<file path="src/rtl/keypad_pkg.sv">
// keypad_pkg: shared types, sizes and helpers for the 4x4 keypad scanner.
//   scan_state_t   : scanner FSM states
//   NUM_COLS/ROWS  : keypad geometry
//   onehot_lowest  : isolates the lowest set bit of a row vector
package keypad_pkg;

  typedef enum logic [1:0] {SCAN, DEBOUNCE, HELD, RELEASE} scan_state_t;

  localparam int unsigned NUM_COLS = 4;
  localparam int unsigned NUM_ROWS = 4;

  // Lowest set bit wins when several rows of one column are active.
  function automatic logic [NUM_ROWS-1:0] onehot_lowest(input logic [NUM_ROWS-1:0] v);
    return v & (~v + NUM_ROWS'(1));
  endfunction

endpackage

</file>
<file path="src/rtl/keypad_row_sync.sv">
// keypad_row_sync: 2-flop synchronizer for the raw keypad rows.
//   clk   in  system clock
//   reset in  asynchronous, active-high
//   d     in  [NUM_ROWS] raw rows (active-low, async to clk)
//   q     out [NUM_ROWS] synchronized rows, reset to all-ones (idle)
module keypad_row_sync
  import keypad_pkg::*;
(
  input  logic                clk,
  input  logic                reset,
  input  logic [NUM_ROWS-1:0] d,
  output logic [NUM_ROWS-1:0] q
);

  logic [NUM_ROWS-1:0] meta;

  always_ff @(posedge clk or posedge reset) begin
    if (reset) begin
      meta <= '1;
      q    <= '1;
    end else begin
      meta <= d;
      q    <= meta;
    end
  end

endmodule

</file>
<file path="src/rtl/keypad_scanner.sv">
// keypad_scanner: scans a 4x4 keypad, debounces press and release of a single key
// and reports the accepted key as one-hot column/row.
//   clk          in   system clock
//   reset        in   asynchronous, active-high
//   rowIn        in   [4] raw rows, active-low
//   colOut       out  [4] column drive, active-low, exactly one bit low
//   storedCol    out  [4] one-hot column of last accepted key
//   storedRow    out  [4] one-hot row of last accepted key
//   keyValid     out  one-cycle pulse when a key is accepted
//   keyHeld      out  high while the accepted key is still pressed
//   keyReleased  out  one-cycle pulse on debounced release
//                     (present only when KEYSCAN_RELEASE_PULSE_EN is defined)
module keypad_scanner
  import keypad_pkg::*;
#(
  parameter int unsigned SCAN_CYCLES     = 4096,
  parameter int unsigned DEBOUNCE_CYCLES = 240000
) (
  input  logic                clk,
  input  logic                reset,
  input  logic [NUM_ROWS-1:0] rowIn,
  output logic [NUM_COLS-1:0] colOut,
  output logic [NUM_COLS-1:0] storedCol,
  output logic [NUM_ROWS-1:0] storedRow,
  output logic                keyValid,
  output logic                keyHeld
`ifdef KEYSCAN_RELEASE_PULSE_EN
  ,
  output logic                keyReleased
`endif
);

  localparam int unsigned MAX_CYCLES = (SCAN_CYCLES > DEBOUNCE_CYCLES) ? SCAN_CYCLES
                                                                         : DEBOUNCE_CYCLES;
  localparam int unsigned CNT_W      = $clog2(MAX_CYCLES);
  localparam int unsigned COL_W      = $clog2(NUM_COLS);

  localparam logic [CNT_W-1:0] SCAN_LAST = CNT_W'(SCAN_CYCLES - 1);
  localparam logic [CNT_W-1:0] DEB_LAST  = CNT_W'(DEBOUNCE_CYCLES - 1);
  localparam logic [CNT_W-1:0] CNT_MAX   = '1;

  scan_state_t         state_q, state_d;
  logic [COL_W-1:0]    col_q, col_d;
  logic [NUM_ROWS-1:0] cand_q, cand_d;
  logic [CNT_W-1:0]    cnt_q, cnt_d;
  logic [NUM_COLS-1:0] col_out_d, stored_col_d;
  logic [NUM_ROWS-1:0] stored_row_d;
  logic                key_valid_d, key_held_d;
`ifdef KEYSCAN_RELEASE_PULSE_EN
  logic                key_released_d;
`endif

  logic [NUM_ROWS-1:0] row_sync, row_act;
  logic                cand_hit;

  keypad_row_sync u_row_sync (
    .clk   (clk),
    .reset (reset),
    .d     (rowIn),
    .q     (row_sync)
  );

  assign row_act  = ~row_sync;
  assign cand_hit = |(row_act & cand_q);

  // State, counters and registered outputs.
  always_ff @(posedge clk or posedge reset) begin
    if (reset) begin
      state_q     <= SCAN;
      col_q       <= '0;
      cand_q      <= '0;
      cnt_q       <= '0;
      colOut      <= ~NUM_COLS'(1);
      storedCol   <= '0;
      storedRow   <= '0;
      keyValid    <= 1'b0;
      keyHeld     <= 1'b0;
`ifdef KEYSCAN_RELEASE_PULSE_EN
      keyReleased <= 1'b0;
`endif
    end else begin
      state_q     <= state_d;
      col_q       <= col_d;
      cand_q      <= cand_d;
      cnt_q       <= cnt_d;
      colOut      <= col_out_d;
      storedCol   <= stored_col_d;
      storedRow   <= stored_row_d;
      keyValid    <= key_valid_d;
      keyHeld     <= key_held_d;
`ifdef KEYSCAN_RELEASE_PULSE_EN
      keyReleased <= key_released_d;
`endif
    end
  end

  // Next-state and next-output logic.
  always_comb begin
    state_d        = state_q;
    col_d          = col_q;
    cand_d         = cand_q;
    cnt_d          = (cnt_q == CNT_MAX) ? cnt_q : cnt_q + CNT_W'(1);
    stored_col_d   = storedCol;
    stored_row_d   = storedRow;
    key_valid_d    = 1'b0;
`ifdef KEYSCAN_RELEASE_PULSE_EN
    key_released_d = 1'b0;
`endif

    unique case (state_q)
      SCAN: begin
        // Rows are only looked at on the last dwell cycle, after the
        // synchronizer has settled on the current column.
        if (cnt_q == SCAN_LAST) begin
          cnt_d = '0;
          if (row_act == '0) begin
            col_d = col_q + COL_W'(1);
          end else begin
            cand_d  = onehot_lowest(row_act);
            state_d = DEBOUNCE;
          end
        end
      end
      DEBOUNCE: begin
        if (!cand_hit) begin
          state_d = SCAN;
          col_d   = col_q + COL_W'(1);
          cnt_d   = '0;
        end else if (cnt_q == DEB_LAST) begin
          state_d      = HELD;
          cnt_d        = '0;
          stored_col_d = NUM_COLS'(1) << col_q;
          stored_row_d = cand_q;
          key_valid_d  = 1'b1;
        end
      end
      HELD: begin
        // Other rows are ignored: only the accepted key is watched.
        cnt_d = '0;
        if (!cand_hit) begin
          state_d = RELEASE;
        end
      end
      RELEASE: begin
        if (cand_hit) begin
          state_d = HELD;
          cnt_d   = '0;
        end else if (cnt_q == DEB_LAST) begin
          state_d = SCAN;
          col_d   = col_q + COL_W'(1);
          cnt_d   = '0;
`ifdef KEYSCAN_RELEASE_PULSE_EN
          key_released_d = 1'b1;
`endif
        end
      end
      default: begin
        state_d = SCAN;
        cnt_d   = '0;
      end
    endcase

    col_out_d  = ~(NUM_COLS'(1) << col_d);
    key_held_d = (state_d == HELD) || (state_d == RELEASE);
  end

endmodule

</file>
<file path="config.mk">
export PLATFORM = sky130hd
export DESIGN_NAME = keypad_scanner
export DESIGN_NICKNAME = d
export VERILOG_FILES = /design/src/rtl/keypad_pkg.sv /design/src/rtl/keypad_row_sync.sv /design/src/rtl/keypad_scanner.sv
export SDC_FILE = /design/constraint.sdc
export NUM_CORES = 1
export LEC_CHECK = 0
export BUFFER_PORTS_ARGS = -buffer_cell sky130_fd_sc_hd__clkbuf_2
export CAP_MARGIN = 30
export CELL_PAD_IN_SITES_DETAIL_PLACEMENT = 2
export CELL_PAD_IN_SITES_GLOBAL_PLACEMENT = 2
export CORE_ASPECT_RATIO = 0.7
export CORE_UTILIZATION = 42
export DETAILED_ROUTE_END_ITERATION = 7
export GPL_TIMING_DRIVEN = 0
export PLACE_DENSITY = 0.82
export SYNTH_ARGS = -nofsm -noshare
export SYNTH_HDL_FRONTEND = slang
export SYNTH_SLANG_ARGS = --single-unit
</file>
<file path="constraint.sdc">
create_clock -name clk -period 6 [get_ports clk]
set_input_delay 0 -clock clk [delete_from_list [all_inputs] [get_ports clk]]
set_output_delay 0 -clock clk [all_outputs]
set_load 0.02 [all_outputs]
</file>
# Word level (Yosys, flattened, before mapping)
# Index checks and enable logic that the tools add are counted.
# op_classes
eq_ne	8
n_bitwise	6
magnitude_cmp	0
n_addsub	3
multipliers	0
n_mux	23
shift	2
reduce_logical	6
n_div	0
# ops
cell	count
two-way mux 18 bit	5
case mux 18 bit (4 select lines)	1
equality test 18 bit (second input constant)	2
two-way mux 2 bit	12
adder 18 x 1 -> 18 bit (second input constant)	1
equality test 18 x 12 -> 1 bit (second input constant)	1
inverter 4 bit	3
AND 4 bit	2
equality test 2 bit (second input constant)	4
case mux 2 bit (4 select lines)	1
<< shifter 1 x 2 -> 4 bit (first input constant)	2
case mux 2 bit (3 select lines)	1
AND reduction 3 bit	2
adder 4 x 1 -> 4 bit (second input constant)	1
zero test 4 bit	1
OR reduction 4 bit	1
two-way mux 1 bit	3
adder 2 x 1 -> 2 bit (second input constant)	1
equality test 2 x 1 -> 1 bit (second input constant)	1
zero test 2 bit	1
logical OR 1 bit	1
inverter 1 bit	1
# word_totals
in_bits	6
ff_bits	48
memories	0
word_cells	59
latch_bits	0
out_inout_bits	14
romBits	0
ramBits	0

# Logic depth before layout (Yosys ltp)
# Gate-level depths: netlist of run 1.
# logic_depth
ltp_word	7
depth_mapped	8
mapped_depth_nobuf	6

# By module
# A second synthesis of run 1 with hierarchy kept.
# hier_totals
cells_unflattened	216
hier_area_um2	2358.5
# by_module_without_submodules
mod	instances	cells_per_inst	seq_area_each_um2	area_per_inst_um2
keypad_scanner	1	207	1004.7	2144.6
keypad_row_sync	1	9	210.2	214.0

# Worst setup path before layout of run 1
# OpenSTA, ideal clock, no wires.
# synth_path
kind	flip-flop to flip-flop
from	reg cnt_q[0]
to	reg col_q[1]
t_required_ps	5875
t_arrival_ps	1949
path_buffers	0
setup_slack_ps	3927
stages_incl_launch_ff	7
synth_period_minus_slack_ps	2073
setup_ps	125
cell_sequence	dfrtp_1 -> ha_1 -> nand3_2 -> nor3_2 -> nand4_1 -> a21oi_4 -> mux2_2
# synth_between
elab_chain_cells	4
word_cells_on_any_way	6
cone_classes	2 x eq/ne; 4 x mux
# synth_lines
element	line	source
start, declared	keypad_scanner.sv:45	logic [CNT_W-1:0] cnt_q, cnt_d;
start signal, assigned	keypad_scanner.sv:85	cnt_q <= cnt_d;
equality test 18 bit	keypad_scanner.sv:148	end else if (cnt_q == DEB_LAST) begin
two-way mux 2 bit	keypad_scanner.sv:148	
two-way mux 2 bit	keypad_scanner.sv:145	if (cand_hit) begin
case mux 2 bit (3 select lines) *	keypad_scanner.sv:110	unique case (state_q)
via col_d[1]	keypad_scanner.sv:43	logic [COL_W-1:0] col_q, col_d;
end signal, assigned	keypad_scanner.sv:83	col_q <= col_d;
end, declared	keypad_scanner.sv:43	
# Mark *: on every way through the listed nets, which the timed path passes. The rest lies on a longest branch.
# A chain may end at the register's enable or synchronous reset.

# Final worst setup path of run 1
# layout_path
from	reg cnt_q[0]
to	reg cnt_q[10]
# layout_between
elab_chain_cells	5
word_cells_on_any_way	10
cone_classes	1 x add/sub; 3 x eq/ne; 6 x mux
# layout_lines
element	line	source
adder 18 x 1 -> 18 bit / equality test 18 bit (equally long branches)	keypad_scanner.sv:102	cnt_d = (cnt_q == CNT_MAX) ? cnt_q : cnt_q + CNT_W'(1);
two-way mux 18 bit	keypad_scanner.sv:102	
two-way mux 18 bit	keypad_scanner.sv:129, keypad_scanner.sv:148	
two-way mux 18 bit (on tied branches)	keypad_scanner.sv:145, keypad_scanner.sv:125	
case mux 18 bit (4 select lines) *	keypad_scanner.sv:110	
via cnt_d[10]	keypad_scanner.sv:45	
# Marks and branches as above.

==> impl_metrics.csv, run 1 <==
group,metric,value,unit
die,design.die.area,0.005848,sq mm
drt,first_pass_iters,4,
drt,ant_nets,0,
power_and_ir_drop,combPwrFrac,0.024,
critical_path,start_kind,"flop",
global_route,first_global_vias,2041,
timing,rsz0062_at_grt,"false",
critical_path,cp_max_fo,10,
place,io_buffers,19,
timing,finalSetupViolCount,0,
synthesis,synth_top_flop_cell,"dfrtp_1",
clock_tree,cts_buffers,5,
critical_path,critPathLaunch,"cnt_q[0]",
place,place_area,0.002532,sq mm
synthesis,synth-edff-count,0,
timing,hold_slack,0.2584,ns
layout,layout_commonest_cell,"dfrtp_1",
timing,post-route-period-util,0.4423,
drt,vias_per_cell,5.571,
layout,multiInputGateArea,0.001049,sq mm
clock_tree,cts_hold_buf,5,
synthesis,synth_async_sr_flop_share,1.000,
clock_tree,htreeDepth,2,
timing,fin_crit,2.654,ns
timing,fin_skew,0.007350,ns
global_route,antenna_found_initial,0,
global_route,grt_pass1_wl,10570,um
place,place_inst,299,
clock_tree,post-cts-setup-buffer-count,0,
clock_tree,clk_latency,0.31,ns
layout,design_area,0.002680,sq mm
power_and_ir_drop,p_per_area,205.2,mW/mm^2
die,fp-row-count,22,
layout,n_antenna_cell,0,
synthesis,synth.avg_cell_area,11.24,sq um
place,place.gp.congestion,0.8637,
critical_path,worst-setup-path-type,"flop to flop",
power_and_ir_drop,p_int,427.2,uW
clock_tree,clock-root-buffer,"clkbuf_8",
global_route,track_usage,0.2377,
layout,stdcell_count,312,
global_route,overflow,0,
layout,final_cell_mix,"dfrtp_1, a21oi_1, clkbuf_2",
timing,hold_viol,0,
power_and_ir_drop,vdd_drop_max,102.6,uV
die,die_x,90.97,um
clock_tree,clk_path_buf_depth,2,
worst_hold_path,holdCritPathClass,"input pin to async pin",
critical_path,cp-end-kind,"flop",
power_and_ir_drop,pwr-share-seq,0.601,
timing,setup_tns,0,ns
drt,wirelength,6036,um
power_and_ir_drop,p_sw,122.8,uW
layout,seq_area,0.001215,sq mm
power_and_ir_drop,power.total,550.0,uW
critical_path,worstPathRequired,6.17,ns
layout,fin_nets,250,
synthesis,synthDistinctLibCells,42,
synthesis,synth_area,0.002327,sq mm
layout,drive_gt1_frac,0.2708,
synthesis,syn_inst,207,
die,die_y,64.28,um
power_and_ir_drop,sw_frac_of_total,0.2233,
power_and_ir_drop,clock_power_share,0.375,
drt,routedWlPerCell,19.35,um
layout,nFillCells,554,
layout,syn_to_final_growth,15.16,%
global_route,grt_max_degree,26,
place,place_hpwl,4528,um
run,max_cap_viol_count,0,
drt,drc,0,
synthesis,ys.warnings.count,0,
timing,slew_headroom,0.5763,
timing,max_freq,376.8,MHz
drt,drtIter0Drc,72,
critical_path,r2r_start,"cnt_q[0]",
status,status,"finished clean",
clock_tree,cts_resized,0,
power_and_ir_drop,p_leak,1.120,nW
clock_tree,cts_tree,"built",
critical_path,arrival,2.82,ns
clock_tree,cts.clk_slew.worst_paths,0.09,ns
timing,slew_viol_final,0,
timing,worstMarginPinSlew,0.6299,ns
synthesis,synth-seq-cells,48,
synthesis,synth-seq-area-share,0.5220,
clock_tree,cts_sinks,48,
die,boundaryPins,20,
drt,detailroute.via_count,1738,
die,core,0.005285,sq mm
synthesis,synth_nets,218,
die,start_util,0.4403,
[critical path, cell delays in order, from the launching register on]
cell and delay (ns):
dfrtp_1 0.43, ha_1 0.25, nand3_2 0.22, nor3_2 0.41
nand3_1 0.16, nand4_1 0.41, clkbuf_1 0.47, a21oi_1 0.17
[cell usage after synthesis, types with 2 or more instances]
cell / count / share of area
ha_1: 5 / 0.027
nand2b_1: 4 / 0.011
nor3_2: 2 / 0.0086
buf_2: 3 / 0.0064
dfrtp_1: 37 / 0.40
clkbuf_1: 3 / 0.0048
nor2_1: 10 / 0.016
nand4_1: 6 / 0.016
dfstp_2: 11 / 0.12
a21oi_1: 21 / 0.045
and4_1: 3 / 0.011
nand2_1: 13 / 0.021
nand3_1: 8 / 0.017
xnor2_1: 15 / 0.056
mux2_2: 12 / 0.058
or3_1: 3 / 0.0081
a211oi_1: 10 / 0.032
mux2i_1: 7 / 0.030
inv_1: 10 / 0.016
a31o_2: 2 / 0.0075
[flip-flops by register name (all words and copies together) (netlist names)]
register and count:
storedCol 4, colOut 4, state_q 2, cnt_q 18, u_row_sync.q 4, cand_q 4
keyValid 1, storedRow 4, keyHeld 1, u_row_sync.meta 4, col_q 2
[power by group through the flow]
| stage | Clock, mW | Combinational (mW) | Sequential [mW] |
|---|---|---|---|
| floorplan | 0 | 0.00562 | 0.336 |
| global placement | 0 | 0.00880 | 0.336 |
| detailed placement | 0 | 0.0114 | 0.336 |
| CTS | 0.214 | 0.0138 | 0.330 |
| global route | 0.225 | 0.0149 | 0.331 |
| finish | 0.207 | 0.0132 | 0.330 |
[final cells by class]
type,instances,area share
sequential,48,0.4533
multi-input combinational,143,0.3912
timing repair buffer,25,0.06162
tap,72,0.03361
clock buffer,6,0.03081
inverter,10,0.01401
buffer,6,0.009804
clock inverter,2,0.005602
[cell families (layout without fill, tap and decap cells)]
logic type | Yosys count | after routing | share of synthesized area
flip-flops | 48 | 48 | 0.5220
XOR/XNOR | 15 | 15 | 0.05645
multiplexers | 19 | 19 | 0.08817
AND/OR/NAND/NOR | 63 | 63 | 0.1618
adder cells (fa/ha/maj) | 5 | 5 | 0.02688
AO/OA/AOI/OAI | 41 | 41 | 0.1172
buffers and inverters | 16 | 49 | 0.02742
[per-stage QoR]
| stage | setup WS, ns | utilization |
|---|---|---|
| 4_1_cts | 3.366 | 0.5071 |
| 5_1_grt | 3.156 | 0.5071 |
| 3_3_place_gp | 3.621 | 0.4754 |
| 2_1_floorplan | 3.927 | - |
| 6_report | 3.346 | 0.5071 |
| 3_5_place_dp | 3.431 | 0.4792 |
[routing by layer]
| layer | vias to the layer above | share of wire | global-route usage |
|---|---|---|---|
| met5 | - | 0 | 0 |
| met4 | 0 | 0.0075 | 0.07341 |
| met3 | 5 | 0.027 | 0.04524 |
| met2 | 25 | 0.51 | 0.4138 |
| met1 | 901 | 0.46 | 0.3011 |
| li1 | 807 | - | - |
[path summary, 6_finish.rpt]
kind / to / slack [ns] / depth (start not counted)
worst max register to register: cnt_q[10] / 3.35 / 7
min in group clk: u_row_sync.meta[0] / 0.31 / 2
worst min-delay path: cand_q[3] / 0.26 / 3
worst min register to register: u_row_sync.q[3] / 0.35 / 0
worst max-delay path: cnt_q[10] / 3.35 / 7
max in group asynchronous: colOut[1] / 5.15 / 4
Power figures use the tool's default switching activity.
==> run 2: changes to the inputs <==
CORE_UTILIZATION = 39   (was 42)
PLACE_DENSITY = 0.77   (was 0.82)
clock period = 2.8 ns   (was 6 ns; I/O delays follow)
==> run 2 against run 1 <==
Compared with the run above: sequential power increased by 110%; sequential share of layout area decreased by 0.36 points; clock power increased to 2.5 times the previous value; global-route usage decreased by 2.8 points; worst setup slack got worse by 3.1 ns; critical path depth unchanged; count of clock-buffer cells in the layout decreased by 1; first-iteration DRC count decreased by 14%; clock skew increased by 0.0026 ns; core utilization decreased by 3.5 points; routed wire length decreased by 3.8%; combinational power increased by 110%; critical path type unchanged.
==> impl_metrics.csv, run 2 (synthesized netlist as in run 1, its figures left out) <==
group,metric,value,unit
global_route,overflow,0,
critical_path,worstPathRequired,2.97,ns
layout,drive_gt1_frac,0.2708,
timing,fin_crit,2.561,ns
global_route,track_usage,0.2098,
timing,max_freq,390.4,MHz
timing,rsz0062_at_grt,"false",
power_and_ir_drop,combPwrFrac,0.022,
power_and_ir_drop,sw_frac_of_total,0.2201,
power_and_ir_drop,p_sw,277.9,uW
critical_path,critPathLaunch,"cnt_q[0]",
power_and_ir_drop,vdd_drop_max,225.8,uV
die,start_util,0.4064,
clock_tree,clock-root-buffer,"clkbuf_8",
layout,regMostFlops,"cnt_q",
clock_tree,clk_latency,0.31,ns
die,fp-row-count,23,
critical_path,crit_end,"cnt_q[7]",
drt,routedWlPerCell,18.43,um
critical_path,arrival,2.73,ns
drt,detailroute.via_count,1731,
layout,fin_nets,250,
power_and_ir_drop,p_leak,1.131,nW
layout,final_cell_mix,"dfrtp_1, a21oi_1, clkbuf_2",
place,io_buffers,19,
critical_path,worst-setup-path-type,"flop to flop",
global_route,grt_max_degree,29,
place,place.gp.congestion,0.7553,
critical_path,start_kind,"flop",
drt,drtIter0Drc,62,
timing,fin_skew,0.009967,ns
clock_tree,cts_sinks,48,
layout,largest_register_ffs,18,
critical_path,cp-end-kind,"flop",
clock_tree,cts_tree,"built",
layout,n_antenna_cell,0,
die,die_y,66.63,um
timing,hold_slack,0.2447,ns
power_and_ir_drop,clock_power_share,0.417,
global_route,antenna_found_initial,0,
drt,first_pass_iters,4,
timing,hold_viol,0,
global_route,first_global_vias,1835,
clock_tree,clk_path_buf_depth,2,
critical_path,cp_max_fo,10,
drt,ant_nets,0,
die,design.die.area,0.006285,sq mm
place,place_hpwl,4028,um
critical_path,reg2reg_depth,7,
timing,worstMarginPinSlew,0.6943,ns
timing,finalSetupViolCount,0,
layout,syn_to_final_growth,16.08,%
status,status,"finished clean",
critical_path,r2r_end,"cnt_q[7]",
die,die_x,94.33,um
die,boundaryPins,20,
drt,vias_per_cell,5.495,
global_route,grt_pass1_wl,9818,um
clock_tree,cts_buffers,5,
drt,wirelength,5804,um
run,max_cap_viol_count,0,
timing,setup_tns,0,ns
die,core,0.005727,sq mm
worst_hold_path,holdCritPathClass,"input pin to async pin",
power_and_ir_drop,p_int,984.7,uW
layout,layout_commonest_cell,"dfrtp_1",
critical_path,r2r_slack,0.24,ns
clock_tree,cts.clk_slew.worst_paths,0.10,ns
timing,slew_headroom,0.5330,
timing,post-route-period-util,0.9148,
power_and_ir_drop,pwr-share-seq,0.561,
critical_path,r2r_start,"cnt_q[0]",
power_and_ir_drop,p_per_area,467.4,mW/mm^2
clock_tree,htreeDepth,2,
layout,final_util,0.4717,
drt,drc,0,
clock_tree,cts_resized,0,
timing,slew_viol_final,0,
## run 2: cell count changes in the layout (fill, tap and decap cells not counted)
cell,change
bufinv_16,+1
clkinvlp_4,-1
clkbuf_8,-1
inv_6,+1
## run 2: area by class of cell
type | count | area (sq um)
fillers | 604 | 3025
plain buffers | 6 | 26.28
multi-input cells | 143 | 1049
inverters | 10 | 37.54
repair buffers | 25 | 165.2
flip-flops and latches | 48 | 1215
well taps | 75 | 93.84
clock buffers | 5 | 68.82
clock inverters | 3 | 46.29
## run 2: what timing repair did
| action | 4_1_cts | 5_1_grt |
|---|---|---|
| hold endpoints to repair | 18 | 0 |
| hold buffers | 5 | 0 |
| buffers inserted | 0 | 0 |
| setup endpoints to repair | 0 | 0 |
## run 2: metal layers
layer  GRT usage  wire, um  vias to the layer above
met5           0         0                        -
li1            -         -                      808
met3     0.03767       208                        4
met2      0.3188      2647                       29
met4     0.05192        43                        0
met1      0.3071      2904                      890
## run 2: worst min-delay path by stage
stage,endpoint,start,cells after the start
2_1_floorplan,u_row_sync.meta[0],rowIn[0],0
3_3_place_gp,u_row_sync.meta[3],rowIn[3],1
3_5_place_dp,cand_q[2],reset,2
4_1_cts,cnt_q[14],reset,3
5_1_grt,cand_q[2],reset,3
6_report,cnt_q[17],reset,3
## run 2: power by group through the flow
stage               registers, mW  clock network (mW)  logic (mW)
global placement            0.720                   0      0.0196
CTS                         0.708               0.539      0.0291
detailed placement          0.721                   0      0.0240
finish                      0.708               0.527      0.0280
global route                0.709               0.557      0.0318
floorplan                   0.719                   0      0.0120
## run 2: through the flow
step | power [mW] | cells | area [sq um] | setup WS (ns)
final | 1.263 | 315 | 2701 | 0.2385
after global placement | 0.7401 | 301 | 2516 | 0.3463
after floorplan | 0.7313 | 207 | 2327 | 0.7265
after CTS | 1.276 | 315 | 2701 | 0.2315
after global routing | 1.298 | 315 | 2701 | 0.01565
after detailed placement | 0.7452 | 302 | 2536 | 0.2860
## run 2: worst max-delay path: stages, from the launching register on
cell	delay, ns
dfrtp_1	0.42
ha_1	0.23
nand3_2	0.21
nor3_2	0.40
nand3_1	0.16
nand4_1	0.41
clkbuf_1	0.45
a21oi_1	0.14
==> run 3: changes to the inputs <==
SYNTH_HIERARCHICAL = 1   (was default)
==> run 3 against run 2 <==
Compared with the run above: clock skew shrank 0.0028 ns; synthesized area is 1.3% higher; non-clock buffer count decreased by 1; largest power group unchanged; synthesized cell count up 4.3%; global-route usage shrank 1.4 points.
==> impl_metrics.csv, run 3 <==
group,metric,value,unit
place,place_hpwl,3918,um
synthesis,syn_inst,216,
timing,post-route-period-util,0.7295,
global_route,first_global_vias,1768,
drt,wirelength,5632,um
layout,nFillCells,627,
layout,fin_nets,258,
worst_hold_path,whs_endpoint,"u_row_sync/meta[0]",
clock_tree,clk_latency,0.30,ns
clock_tree,cts.clk_slew.worst_paths,0.09,ns
power_and_ir_drop,vdd_drop_max,315.9,uV
timing,fin_skew,0.007167,ns
run,max_cap_viol_count,0,
synthesis,synth-seq-area-share,0.5151,
timing,rsz0062_at_grt,"false",
critical_path,reg2reg_depth,6,
timing,hold_viol,0,
critical_path,path_cells,"and4_1 -> buf_6 -> nand4_4 -> nor3_1 -> nor2_1 -> a311oi_1",
layout,largest_register_ffs,18,
global_route,grt_max_degree,41,
power_and_ir_drop,p_per_area,435.4,mW/mm^2
synthesis,synth_top_flop_cell,"dfrtp_1",
drt,drc,0,
place,pre_cts_ws,0.7707,ns
critical_path,cp-end-kind,"flop",
synthesis,synthAdderAreaFrac,0.02653,
synthesis,synth_area,0.002359,sq mm
timing,setup_tns,0,ns
synthesis,synth_nets,227,
synthesis,synth_xor_area_frac,0.03714,
critical_path,max_stage_delay,0.46,ns
timing,worstMarginPinSlew,0.8485,ns
timing,finalSetupViolCount,0,
layout,n_antenna_cell,0,
critical_path,worstPathRequired,2.99,ns
critical_path,start_kind,"flop",
place,io_buffers,19,
clock_tree,cts_sinks,48,
synthesis,synthTopCellsByArea,"dfrtp_1, dfstp_2, mux2_2",
clock_tree,clk_path_buf_depth,2,
die,die_y,67.07,um
place,place_inst,310,
critical_path,critPathTopFamily,"simple AND/OR/NAND/NOR gates",
drt,routedWlPerCell,17.44,um
clock_tree,cts_tree,"built",
synthesis,synth-edff-count,0,
critical_path,r2r_slack,0.76,ns
critical_path,cp_max_fo,10,
die,design.die.area,0.006367,sq mm
die,core,0.005784,sq mm
drt,ant_nets,0,
synthesis,synthSimpleGateAreaFrac,0.2223,
layout,stdcell_count,323,
die,die_x,94.95,um
drt,vias_per_cell,5.418,
timing,max_freq,489.6,MHz
power_and_ir_drop,sw_frac_of_total,0.2223,
layout,syn_to_final_growth,14.27,%
global_route,grt_pass1_wl,9204,um
power_and_ir_drop,p_leak,1.200,nW
die,boundaryPins,20,
power_and_ir_drop,combPwrFrac,0.021,
layout,final_util,0.4659,
critical_path,worst-setup-path-type,"flop to flop",
drt,first_pass_iters,4,
worst_hold_path,min_path_cells,2,
drt,drtIter0Drc,60,
global_route,track_usage,0.1959,
timing,slew_viol_final,0,
status,status,"finished clean",
clock_tree,htreeDepth,2,
clock_tree,post-cts-setup-buffer-count,0,
timing,fin_ws,0.7574,ns
synthesis,synth_top_family_by_area,"simple AND/OR/NAND/NOR gates",
power_and_ir_drop,p_sw,260.9,uW
synthesis,ys.warnings.count,6,
synthesis,synth-seq-cells,48,
worst_hold_path,hp-start,"rowIn[0]",
layout,layout_commonest_cell,"dfrtp_1",
power_and_ir_drop,clock_power_share,0.375,
synthesis,synth_compound_area_frac,0.08276,
synthesis,synth_common_cells,"dfrtp_1, nor2_1, nand2_1",
layout,regMostFlops,"cnt_q",
drt,detailroute.via_count,1750,
clock_tree,cts_buffers,5,
global_route,antenna_found_initial,0,
place,place.gp.congestion,0.7423,
worst_hold_path,holdCritPathClass,"input pin to flop",
power_and_ir_drop,p_int,912.6,uW
die,start_util,0.4077,
power_and_ir_drop,pwr-share-seq,0.604,
timing,slew_headroom,0.4335,
synthesis,synth_largest_area_cell,"dfrtp_1",
synthesis,synth_async_sr_flop_share,1.000,
synthesis,synth_top_cell_area_share,0.3926,
timing,fin_crit,2.043,ns
synthesis,synth.avg_cell_area,10.92,sq um
layout,final_cell_mix,"dfrtp_1, nor2_1, clkbuf_2",
critical_path,arrival,2.23,ns
die,fp-row-count,23,
synthesis,synthDistinctLibCells,45,
critical_path,critPathSlowestCell,"dfrtp_1",
critical_path,cp_num_buf_inv,1,
synthesis,synth_mux_area_frac,0.08223,
layout,drive_gt1_frac,0.2742,
global_route,overflow,0,
synthesis,yosysMostFrequentCell,"dfrtp_1",
clock_tree,clock-root-buffer,"clkbuf_8",
critical_path,r2r_start,"cnt_q[3]",
critical_path,r2r_end,"cnt_q[15]",
[run 3: cell count changes in the layout (fill, tap and decap cells not counted), sizes merged, moves of 3 or more]
cell,before,now
xnor2,15,3
a311oi,0,3
nor3,3,8
nand2,13,19
o21ai,1,5
o31ai,0,4
xor2,0,7
nor2,11,25
a21oi,22,4
a211oi,10,2
and3,1,5
[run 3: worst max-delay path by stage]
stage / from / endpoint / cells past startpoint
after floorplan: cnt_q[0] / col_q[1] / 6
after CTS: cnt_q[0] / cnt_q[10] / 7
after detailed placement: cnt_q[0] / cnt_q[10] / 7
after global routing: cnt_q[3] / cnt_q[15] / 6
after global placement: cnt_q[0] / cnt_q[10] / 7
final: cnt_q[3] / cnt_q[15] / 6
[run 3: power groups by stage]
stage	clock (mW)	combinational [mW]	sequential, mW
after floorplan	0	0.0122	0.720
after global placement	0	0.0203	0.721
after detailed placement	0	0.0208	0.722
after CTS	0.457	0.0262	0.709
after global routing	0.481	0.0291	0.710
final	0.440	0.0250	0.708
[run 3: cell type report]
| type | count | area (sq um) | share of cell area |
|---|---|---|---|
| Multi-Input combinational cell | 153 | 1064 | 0.3946 |
| Tap cell | 75 | 93.84 | 0.03482 |
| Clock inverter | 2 | 15.01 | 0.005571 |
| Inverter | 9 | 33.78 | 0.01253 |
| Clock buffer | 6 | 82.58 | 0.03064 |
| Timing Repair Buffer | 24 | 145.1 | 0.05385 |
| Sequential cell | 48 | 1215 | 0.4508 |
| Buffer | 6 | 46.29 | 0.01718 |
[run 3: what timing repair did]
item | in CTS | in global routing
resized for setup | 0 | 0
setup endpoints to repair | 0 | 0
hold buffers | 5 | 0
endpoints found under the hold margin | 49 | 0
[run 3: kinds of logic after synthesis]
family,count (synthesis)
fa+ha+maj,5
simple gates,93
compound gates,27
buf+inv,15
flops,48
xor+xnor,10
mux,18
[run 3: per-stage QoR]
stage	instance area [sq um]	power [mW]	hold slack, ns
finish	2695	1.174	0.3231
global route	2695	1.220	0.3226
CTS	2695	1.192	0.3153
detailed placement	2547	0.7424	0.08927
global placement	2547	0.7415	0.08799
floorplan	2359	0.7320	0.004478
[run 3: layer usage]
| layer | GRT usage | routed length (um) |
|---|---|---|
| met5 | 0 | 0 |
| met1 | 0.2831 | 2901 |
| met3 | 0.04110 | 116 |
| met4 | 0.03977 | 38 |
| met2 | 0.3004 | 2576 |
